===== src/rtl/counter_bank.sv =====
// counter_bank: NUM_CH independent up/down counters with a shared terminal
// value. Each channel supports clear, load (clamped to limit), increment and
// decrement. At the range ends a channel either wraps or saturates, and it
// raises a registered one-cycle terminal-count pulse.
module counter_bank #(
    parameter int NUM_CH   = 4,
    parameter int WIDTH    = 8,
    parameter bit SATURATE = 1'b0
) (
    input  logic                    clock,
    input  logic                    reset_l,
    input  logic [WIDTH-1:0]        limit,
    input  logic [NUM_CH-1:0]       clear,
    input  logic [NUM_CH-1:0]       load,
    input  logic [NUM_CH*WIDTH-1:0] load_val,
    input  logic [NUM_CH-1:0]       inc,
    input  logic [NUM_CH-1:0]       dec,
    output logic [NUM_CH*WIDTH-1:0] count,
    output logic [NUM_CH-1:0]       at_zero,
    output logic [NUM_CH-1:0]       at_limit,
    output logic [NUM_CH-1:0]       tc
);

    localparam logic [WIDTH-1:0] CNT_ZERO = {WIDTH{1'b0}};
    localparam logic [WIDTH-1:0] CNT_ONE  = {{(WIDTH-1){1'b0}}, 1'b1};

    logic [NUM_CH*WIDTH-1:0] count_r;
    logic [NUM_CH*WIDTH-1:0] count_nxt_s;
    logic [NUM_CH-1:0]       tc_r;
    logic [NUM_CH-1:0]       tc_nxt_s;

    // Next state of a single channel, returned as {tc, count}.
    // Priority: clear > load > (inc xor dec) > hold. A count sitting above a
    // freshly lowered limit is left alone until an event touches it: inc
    // takes the terminal path, dec steps down, load clamps.
    function automatic logic [WIDTH:0] next_state(
        input logic [WIDTH-1:0] cur,
        input logic [WIDTH-1:0] lim,
        input logic [WIDTH-1:0] lval,
        input logic             clr,
        input logic             ld,
        input logic             up,
        input logic             dn
    );
        logic [WIDTH-1:0] nxt;
        logic             term;
        nxt  = cur;
        term = 1'b0;
        if (clr) begin
            nxt = CNT_ZERO;
        end else if (ld) begin
            if (lval > lim) begin
                nxt = lim;
            end else begin
                nxt = lval;
            end
        end else if (up && !dn) begin
            if (cur < lim) begin
                nxt = cur + CNT_ONE;
            end else begin
                term = 1'b1;
                if (SATURATE) begin
                    nxt = lim;
                end else begin
                    nxt = CNT_ZERO;
                end
            end
        end else if (dn && !up) begin
            if (cur != CNT_ZERO) begin
                nxt = cur - CNT_ONE;
            end else begin
                term = 1'b1;
                if (SATURATE) begin
                    nxt = CNT_ZERO;
                end else begin
                    nxt = lim;
                end
            end
        end else begin
            // No request, or inc and dec together: hold.
            nxt = cur;
        end
        return {term, nxt};
    endfunction

    // Evaluate every channel's next count and terminal pulse.
    always_comb begin
        count_nxt_s = count_r;
        tc_nxt_s    = {NUM_CH{1'b0}};
        for (int i = 0; i < NUM_CH; i++) begin
            {tc_nxt_s[i], count_nxt_s[i*WIDTH +: WIDTH]} = next_state(
                count_r[i*WIDTH +: WIDTH], limit, load_val[i*WIDTH +: WIDTH],
                clear[i], load[i], inc[i], dec[i]);
        end
    end

    // Count and terminal-pulse registers; reset clears everything immediately.
    always_ff @(posedge clock or negedge reset_l) begin
        if (!reset_l) begin
            count_r <= {(NUM_CH*WIDTH){1'b0}};
            tc_r    <= {NUM_CH{1'b0}};
        end else begin
            count_r <= count_nxt_s;
            tc_r    <= tc_nxt_s;
        end
    end

    assign count = count_r;
    assign tc    = tc_r;

    // Status flags decode only the registered count and the live limit.
    for (genvar g = 0; g < NUM_CH; g++) begin : g_status
        assign at_zero[g]  = (count_r[g*WIDTH +: WIDTH] == CNT_ZERO);
        assign at_limit[g] = (count_r[g*WIDTH +: WIDTH] >= limit);
    end

endmodule


===== config.mk =====
export PLATFORM = sky130hd
export DESIGN_NAME = counter_bank
export DESIGN_NICKNAME = d
export VERILOG_FILES = /design/src/rtl/counter_bank.sv
export SDC_FILE = /design/constraint.sdc
export NUM_CORES = 1
export LEC_CHECK = 0
export CORE_UTILIZATION = 54
export CTS_CLUSTER_SIZE = 25
export DETAILED_ROUTE_END_ITERATION = 7
export PLACE_DENSITY_LB_ADDON = 0.05
export SYNTH_ARGS = -nofsm -noshare
export SYNTH_HDL_FRONTEND = slang
export SYNTH_SLANG_ARGS = --single-unit
export TNS_END_PERCENT = 30

===== constraint.sdc =====
create_clock -name clock -period 3.7 [get_ports clock]
set_clock_uncertainty 0.2 [all_clocks]
set_input_delay 0.74 -clock clock [delete_from_list [all_inputs] [get_ports clock]]
set_output_delay 0.74 -clock clock [all_outputs]
set_load 0.01 [all_outputs]

==> summary.md, run 1 <==
| Metric | Value |
|---|---|
| Main combinational cell family by area after synthesis | compound AO/OA/AOI/OAI gates |
| Final Wtd Congestion | a little under 1 |
| Largest cells by area after synthesis | ha_1 20%, dfrtp_1 17%, mux2i_1 5.8% |
| Critical Path RT | 2.76 ns |
| Setup crit end | at_limit[1] |
| Final period util | a little over nine tenths |
| Final hold violation count | 0 |
| Number of synthesized flops with an enable pin | 0 |
| Mean Syn Cell Area | between 7 and 8 um^2 |
| Reg2reg setup slack | around 0.80 ns |
| Worst-path cell with the longest stage delay | clkdlybuf4s50_1 |
| Mapped Cells | around 680 |
| Area after DPL | just under 7000 um^2 |
| Synth top cells by count | 84 x ha_1, 49 x nand2_1, 48 x nor2_1 |
| CP Depth | 9 |
| DRT antenna net count | 0 |
| Die span in y | about 100 um |
| Min-Delay Path Class | input port to asynchronous set/reset pin |
| Netlist Area Pre-Place | between 5000 and 6000 um^2 |
| Tmin final | roughly 3.7 ns |
| Vias/cell | about 6.6 |
| Initial antenna violation count | 0 |
| Worst Path Arrival | between 2 and 3 ns |
| Sequential-to-total area share from yosys stat | roughly 17% |
| Top-count cell post-synth | ha_1 |
| Final instance area | between 7000 and 8000 um^2 |
| IO buf count | 101 |
| Mux cell area share after synthesis | under 10% |
| CP bufs+invs | 4 |
| Pin count of the biggest net entering global routing | 37 |
| #FFs+latches synth | 36 |
| Clock Sinks | 36 |
| Final setup violation count | 0 |
| Outcome | completed |
| Post-synthesis adder-cell area fraction | 19.67% |
| Synth top area share | 19.67% |
| WL/cell | 20.05 um |
| Number of synthesis warnings | 0 |
| # rows | 35 |
| Initial core utilization | a little under three fifths |
| Post-synthesis simple-gate area fraction | between 20% and 30% |
| First-pass DRT Iterations | 5 |
| Total number of vias | 6326 |
| FF-to-FF Start | count[29] |
| HPWL after DPL | between 10000 and 15000 um |
| Max IR drop VDD | 0.1940 mV |
| Fill count | 745 |
| Core ar. | 9415 um^2 |
| Pwr dens | ~310 nW/um^2 |
| Worst-path cell chain | clkdlybuf4s50_1 > clkinvlp_4 > buf_12 > ha_4 > a21oi_1 > nand2_1 > a41oi_1 > o21ai_0 > dlygate4sd2_1 |
| Critical path peak fanout | 6 |
| Drc violations | 0 |
| Critical Path Max Stage Delay | between 0.5 and 0.6 ns |
| Crit Path Class | input port to output port |
| Hold Buf Count CTS | 0 |
| CTS tree | yes |
| Gr usage total | between 30% and 40% |
| Slew @ Worst Pin | 0.9481 ns |
| Compound-cell area share of the yosys netlist | ~28% |
| TritonCTS Buffers | 5 |
| Crit end category | output port |
| Reg2Reg Depth | 7 |
| Final Routed Wirelength | roughly 19000 um |
| CTS H-Tree Depth | 2 |
| Vias in the first global route | 6152 |
| XOR/XNOR share of the synthesized area | 2.623% |
| R2R Path End | count[24] |
| RSZ-0062 raised after global routing | true |
| Die X | slightly above 100 um |
| Final #Nets | 965 |
| Max Cap Viol | 0 |
| Netlist cell types | slightly below 70 |
| WHS | approximately 0.38 ns |
| Cell taking the most area after synthesis | ha_1 |
| Reg clk slew, reported paths | ~0.08 ns |
| Die area | 10300 um^2 |
| Root Driver | clkbuf_8 |
| Leak pwr | around 3.2 nW |
| Layout cells sized above 1 | roughly 13% |
| Critical path launch point | limit[3] |
| Top cell family by delay on the critical path | buffers and inverters |
| Clk_lat worst skew | roughly 0.3 ns |
| Asr flop ratio synth | 100.0% |
| Diode count | 0 |
| TNS Setup | 0 ns |
| Main flop type after synthesis | dfrtp_1 |
| First-pass GRT wire length | between 30000 and 40000 um |
| Grt ovf | 0 |
| Syn-to-layout area delta | 33.33% |
| Max clock buf depth | 2 |
| Pins Over Slew Limit | 0 |
| Worst relative slew slack | 36.80% |
| Io pins | approximately 100 |
| Crit start category | input port |
| Fmax | between 0.2 and 0.3 GHz |
| Syn Nets | slightly above 800 |
| Initial drt markers | around 400 |
## power breakdown
| group | internal, W | leakage (nW) | total (W) | switching, W |
|---|---|---|---|---|
| clock network | 0.000153 | 0.0455 | 0.000324 | 0.000171 |
| registers | 0.000442 | 0.472 | 0.000542 | 0.000101 |
| logic | 0.000639 | 2.66 | 0.00134 | 0.000697 |
## per-stage QoR
stage / total power, W / util, % / instances / worst slack, ns
finish: 0.002203 / 75.65 / 953 / 0.03926
detailed placement: 0.001823 / 73.25 / 941 / -0.2766
global route: 0.002335 / 75.65 / 953 / -0.06731
floorplan: 0.001283 / - / 677 / 0.4341
CTS: 0.002156 / 75.18 / 953 / -0.007387
global placement: 0.001777 / 73.25 / 941 / -0.2346
## kinds of logic (layout without fill, tap and decap cells)
| family | after synthesis | after routing |
|---|---|---|
| flops | 36 | 36 |
| xor+xnor | 16 | 16 |
| compound gates | 215 | 215 |
| mux | 33 | 33 |
| fa+ha+maj | 84 | 84 |
| simple gates | 220 | 220 |
| buf+inv | 73 | 220 |
## worst min-delay path by stage
| stage | from | end | depth (start not counted) |
|---|---|---|---|
| CTS | reset_l | count[14] | 1 |
| floorplan | reset_l | count[0] | 0 |
| global placement | count[9] | count[9] | 2 |
| detailed placement | count[9] | count[9] | 2 |
| global route | reset_l | count[28] | 1 |
| finish | reset_l | count[14] | 1 |
## timing repair
action                                  in CTS  in global routing
endpoints found under the setup margin       4                 13
resized for setup                           11                 13
endpoints found under the hold margin        0                  0
buffers inserted                             4                  0
## layout by cell type (no fill, tap or decap), types with 9 or more instances in the layout
cell	instances
mux2i_1	31
a21oi_1	44
nor3_1	14
a211oi_1	17
o31ai_1	10
o211ai_1	10
nand3_1	17
buf_4	72
nand2_1	49
nor4_1	9
a2111oi_0	11
clkdlybuf4s50_1	95
inv_1	32
xor2_1	9
ha_1	80
nor2_1	48
nand4_1	17
and3_1	10
dfrtp_1	36
nand2b_1	10
o21ai_0	36
## area by class of cell
type	instances	area (um^2)	area share (%)
sequential	36	900.9	12.65
clock buffer	8	90.09	1.265
inverter	37	145.1	2.038
multi-input combinational	568	4245	59.60
tap	129	161.4	2.266
timing repair buffer	175	1580	22.19
## flip-flops by register name (all words and copies together) (netlist names)
name,flops
count,32
tc,4
## metal layers
layer	vias up	track usage [%]	wire [um]
li1	2895	-	-
met1	2984	49.00	7654
met2	378	63.74	8996
met3	69	3.796	1671
met4	0	18.39	785
met5	-	0	0
Power figures use the tool's default switching activity.
==> inputs of run 2 (changes only) <==
--- a/config.mk
+++ b/config.mk
@@ -5,9 +5,10 @@
 export SDC_FILE = /design/constraint.sdc
 export NUM_CORES = 1
 export LEC_CHECK = 0
-export CORE_UTILIZATION = 54
+export CORE_UTILIZATION = 65
 export CTS_CLUSTER_SIZE = 25
 export DETAILED_ROUTE_END_ITERATION = 7
+export DONT_BUFFER_PORTS = 1
 export PLACE_DENSITY_LB_ADDON = 0.05
 export SYNTH_ARGS = -nofsm -noshare
 export SYNTH_HDL_FRONTEND = slang
==> summary.md, run 2 (synthesized netlist as in run 1, its figures left out) <==
| Metric | Value |
|---|---|
| Outcome | completed |
| Io pins | ~100 |
| Layout cells sized above 1 | between 6 and 7% |
| HPWL after DPL | 12760 um |
| Design Power | between 0.0015 and 0.002 W |
| WL/cell | approximately 22 um |
| Die span in y | 92.66 um |
| Core ar. | ~7800 um^2 |
| Cells after DPL | about 760 |
| Worst Path Arrival | ~2.2 ns |
| Critical path peak fanout | 9 |
| Top cell family by delay on the critical path | compound AO/OA/AOI/OAI gates |
| Max clock buf depth | 2 |
| DRT antenna net count | 0 |
| CTS H-Tree Depth | 2 |
| Final hold violation count | 0 |
| Die X | 92.66 um |
| Slew @ Worst Pin | just over 1 ns |
| Vias in the first global route | around 5300 |
| Finished Layout Cells | ~770 |
| Final Wtd Congestion | between 0.9 and 1 |
| Leak pwr | between 2 and 3 nW |
| Clock Sinks | 36 |
| Final Routed Wirelength | between 15000 and 20000 um |
| Final setup violation count | 0 |
| Max IR drop VDD | 0.1822 mV |
| Setup bufs post-CTS | 0 |
| Drc violations | 0 |
| Syn-to-layout area delta | 4.824% |
| Max Cap Viol | 0 |
| Die area | approximately 8600 um^2 |
| Critical Path RT | ~2.8 ns |
| Initial drt markers | 357 |
| Reg clk slew, reported paths | roughly 0.09 ns |
| Critical Path Max Stage Delay | ~0.32 ns |
| Commonest non-fill, non-tap cells in the layout | 84 x ha_1, 49 x nand2_1, 48 x nor2_1 |
| Crit Path Class | input port to output port |
| Root Driver | clkbuf_8 |
| First-pass GRT wire length | ~27000 um |
| Fmax | 0.3149 GHz |
| Initial antenna violation count | 0 |
| Crit start category | input port |
| Most common cell after layout, fill and taps aside | ha_1 |
| Min-Delay Path Class | input port to asynchronous set/reset pin |
| Number of gates resized after CTS | 0 |
| CTS tree | yes |
| RSZ-0062 raised after global routing | false |
| Total number of vias | between 5000 and 6000 |
| Clk_lat worst skew | between 0.3 and 0.4 ns |
| IO buf count | 0 |
| Worst-path cell with the longest stage delay | ha_1 |
| Tmin final | between 3 and 4 ns |
| Final #Nets | between 800 and 900 |
| Gr usage total | slightly below 40% |
| Diode count | 0 |
| Max reg flops | 32 |
| Grt ovf | 0 |
| Final period util | between 80% and 90% |
| TNS Setup | 0 ns |
| Crit end category | output port |
| # rows | 32 |
| Pin count of the biggest net entering global routing | 37 |
| Initial core utilization | around two thirds |
| Worst relative slew slack | 30.72% |
| Worst-path cell chain | inv_1 > ha_1 > nor2b_1 > o211ai_1 > nand2_1 > a41oi_1 > o221ai_1 |
| First-pass DRT Iterations | 6 |
| Pins Over Slew Limit | 0 |
| CP bufs+invs | 1 |
| TritonCTS Buffers | 5 |
| Pwr dens | 344.4 nW/um^2 |
| Vias/cell | around 7.3 |
run 2: area by class of cell:
cell class	count	area, um^2
clock buffer	5	68.82
clock inverter	3	42.54
fill	651	2247
inverter	37	138.9
multi-input combinational	568	4151
sequential	36	900.9
tap	102	127.6
timing repair buffer	21	170.2
run 2: per-stage QoR:
stage | utilization (%) | hold slack, ns | worst slack [ns] | area, um^2
floorplan | - | 0.2444 | 0.4341 | 5343
global route | 71.36 | 0.08039 | 0.3530 | 5600
detailed placement | 69.69 | 0.2452 | 0.3746 | 5469
CTS | 71.36 | 0.07836 | 0.5644 | 5600
global placement | 69.69 | 0.2451 | 0.4380 | 5469
finish | 71.36 | 0.06565 | 0.5247 | 5600
run 2: report_power, final:
part           switching (W)  internal (W)
combinational       0.000565      0.000412
clock               0.000178      0.000200
sequential          0.000132      0.000441
run 2: repair_timing:
action | in CTS | in global routing
endpoints found under the hold margin | 36 | 0
hold buffers | 1 | 0
setup endpoints to repair | 0 | 0
run 2: layer usage:
| layer | track usage, % | vias up | share of wire, % |
|---|---|---|---|
| li1 | - | 2587 | - |
| met3 | 7.635 | 58 | 12 |
| met5 | 0 | - | 0 |
| met1 | 51.04 | 2599 | 39 |
| met2 | 65.00 | 396 | 46 |
| met4 | 13.08 | 0 | 3.3 |
run 2: worst paths after layout:
kind                           start           to  slack [ns]  depth (start not counted)
max in group asynchronous    reset_l     count[3]        3.03                          1
hold / removal               reset_l    count[12]        0.07                          1
setup / recovery            limit[1]  at_limit[3]        0.52                          7
min in group clock          clear[3]    count[26]        0.28                          1
setup reg to reg           count[29]    count[28]        0.69                          7
hold reg to reg             count[9]     count[9]        0.52                          2
==> variant, RTL diff (flow settings as in run 1) <==
`SATURATE`: 1'b0 -> 1'b1.
--- a/src/rtl/counter_bank.sv
+++ b/src/rtl/counter_bank.sv
@@ -6,5 +6,5 @@
     parameter int NUM_CH   = 4,
     parameter int WIDTH    = 8,
-    parameter bit SATURATE = 1'b0
+    parameter bit SATURATE = 1'b1
 ) (
     input  logic                    clock,
Function: changed (a bounded check fails within 4 cycles, from zero or initial values and one cycle with reset_l low).
==> variant against run 1 <==
Power rose by 0.39%; setup slack got worse by 0.012 ns; design area rose by 3.1%; highest routed layer unchanged; non-clock buffer count rose by 5; clock power fell by 2%; routed wire length rose by 4.9%; critical path type unchanged; area after synthesis rose by 4.0%; critical endpoint is now at_limit[0]; sequential cell count did not move.
==> variant: results (changes against run 1) <==
status - finished clean (unchanged)
bufs w/o clock - 180 (was 175)
Area Growth Syn to Fin - 32.2% (was 33.3%)
Post-Route WL - 20000 um (was 19100 um)
sequential power - 584 uW (was 542 uW)
worst slack, placed - -0.278 ns (was -0.277 ns)
Pwr Total - 2210 uW (was 2200 uW)
fraction of area in multi-input gates - 0.598 (was 0.596)
post-synth net total - 853 (was 819)
GRT Total Usage - 0.375 (was 0.380)
Final #Nets - 1003 (was 965)
Leak - 0.00323 uW (was 0.00317 uW)
vias in the first global route - 6193 (was 6152)
CP arrival - 2.73 ns (was 2.72 ns)
GR Util met1 - 0.469 (was 0.490)
Inverters - 45 (was 37)
buffer share of cell area - 0.220 (was 0.222)
Post-CTS Setup Bufs - 1 (was 4)
GR Layer Usage met3 - 0.0618 (was 0.0380)
vias post-DR - 6502 (was 6326)
DR WL met3 - 1630 um (was 1670 um)
DRT iter0 DRCs - 415 (was 395)
met2 Track Usage GR - 0.612 (was 0.637)
cells resized by post-CTS repair - 8 (was 11)
mux share of post-synthesis cell area - 0.0351 (was 0.0623)
Final Util - 0.745 (was 0.757)
VDD IR max - 172 uV (was 194 uV)
sequential area share after synthesis - 0.162 (was 0.169)
global-route wire length before repair - 30700 um (was 30600 um)
sequential portion of the cell area - 0.123 (was 0.126)
post-synthesis cell type count - 60 (was 68)
dpl cells - 978 (was 941)
syn avg cell area - 7.81 um2 (was 7.89 um2)
Compound-Gate Fraction of Synth Area - 0.275 (was 0.276)
Net Sw Power - 981 uW (was 969 uW)
comb_multi_in - 593 (was 568)
Comb pwr share - 0.592 (was 0.607)
placed cell area - 0.00709 mm2 (was 0.00690 mm2)
min Tclk post-route - 3.67 ns (was 3.66 ns)
GP Congestion - 0.996 (was 0.964)
FF-to-FF setup slack - 0.87 ns (was 0.80 ns)
Clock buf/inv share - 0.0123 (was 0.0126)
==> variant: final timing paths <==
kind                       depth (start not counted)                     to                  from
setup / recovery                                   9            at_limit[0]              limit[7]
hold / removal                                     1  count[16]$_DFFE_PN0P_               reset_l
setup reg to reg                                   8   count[4]$_DFFE_PN0P_  count[1]$_DFFE_PN0P_
hold reg to reg                                    2   count[8]$_DFFE_PN0P_  count[8]$_DFFE_PN0P_
max in group asynchronous                          1   count[2]$_DFFE_PN0P_               reset_l
min in group clock                                 2   count[8]$_DFFE_PN0P_  count[8]$_DFFE_PN0P_
==> variant: worst max-delay path, cell delays in order <==
cell,delay (ns)
clkdlybuf4s50_1,0.52
inv_2,0.11
ha_1,0.36
nand2_1,0.09
nor2_1,0.06
a211o_1,0.31
nor2_2,0.13
o21ai_0,0.11
dlygate4sd2_1,0.29
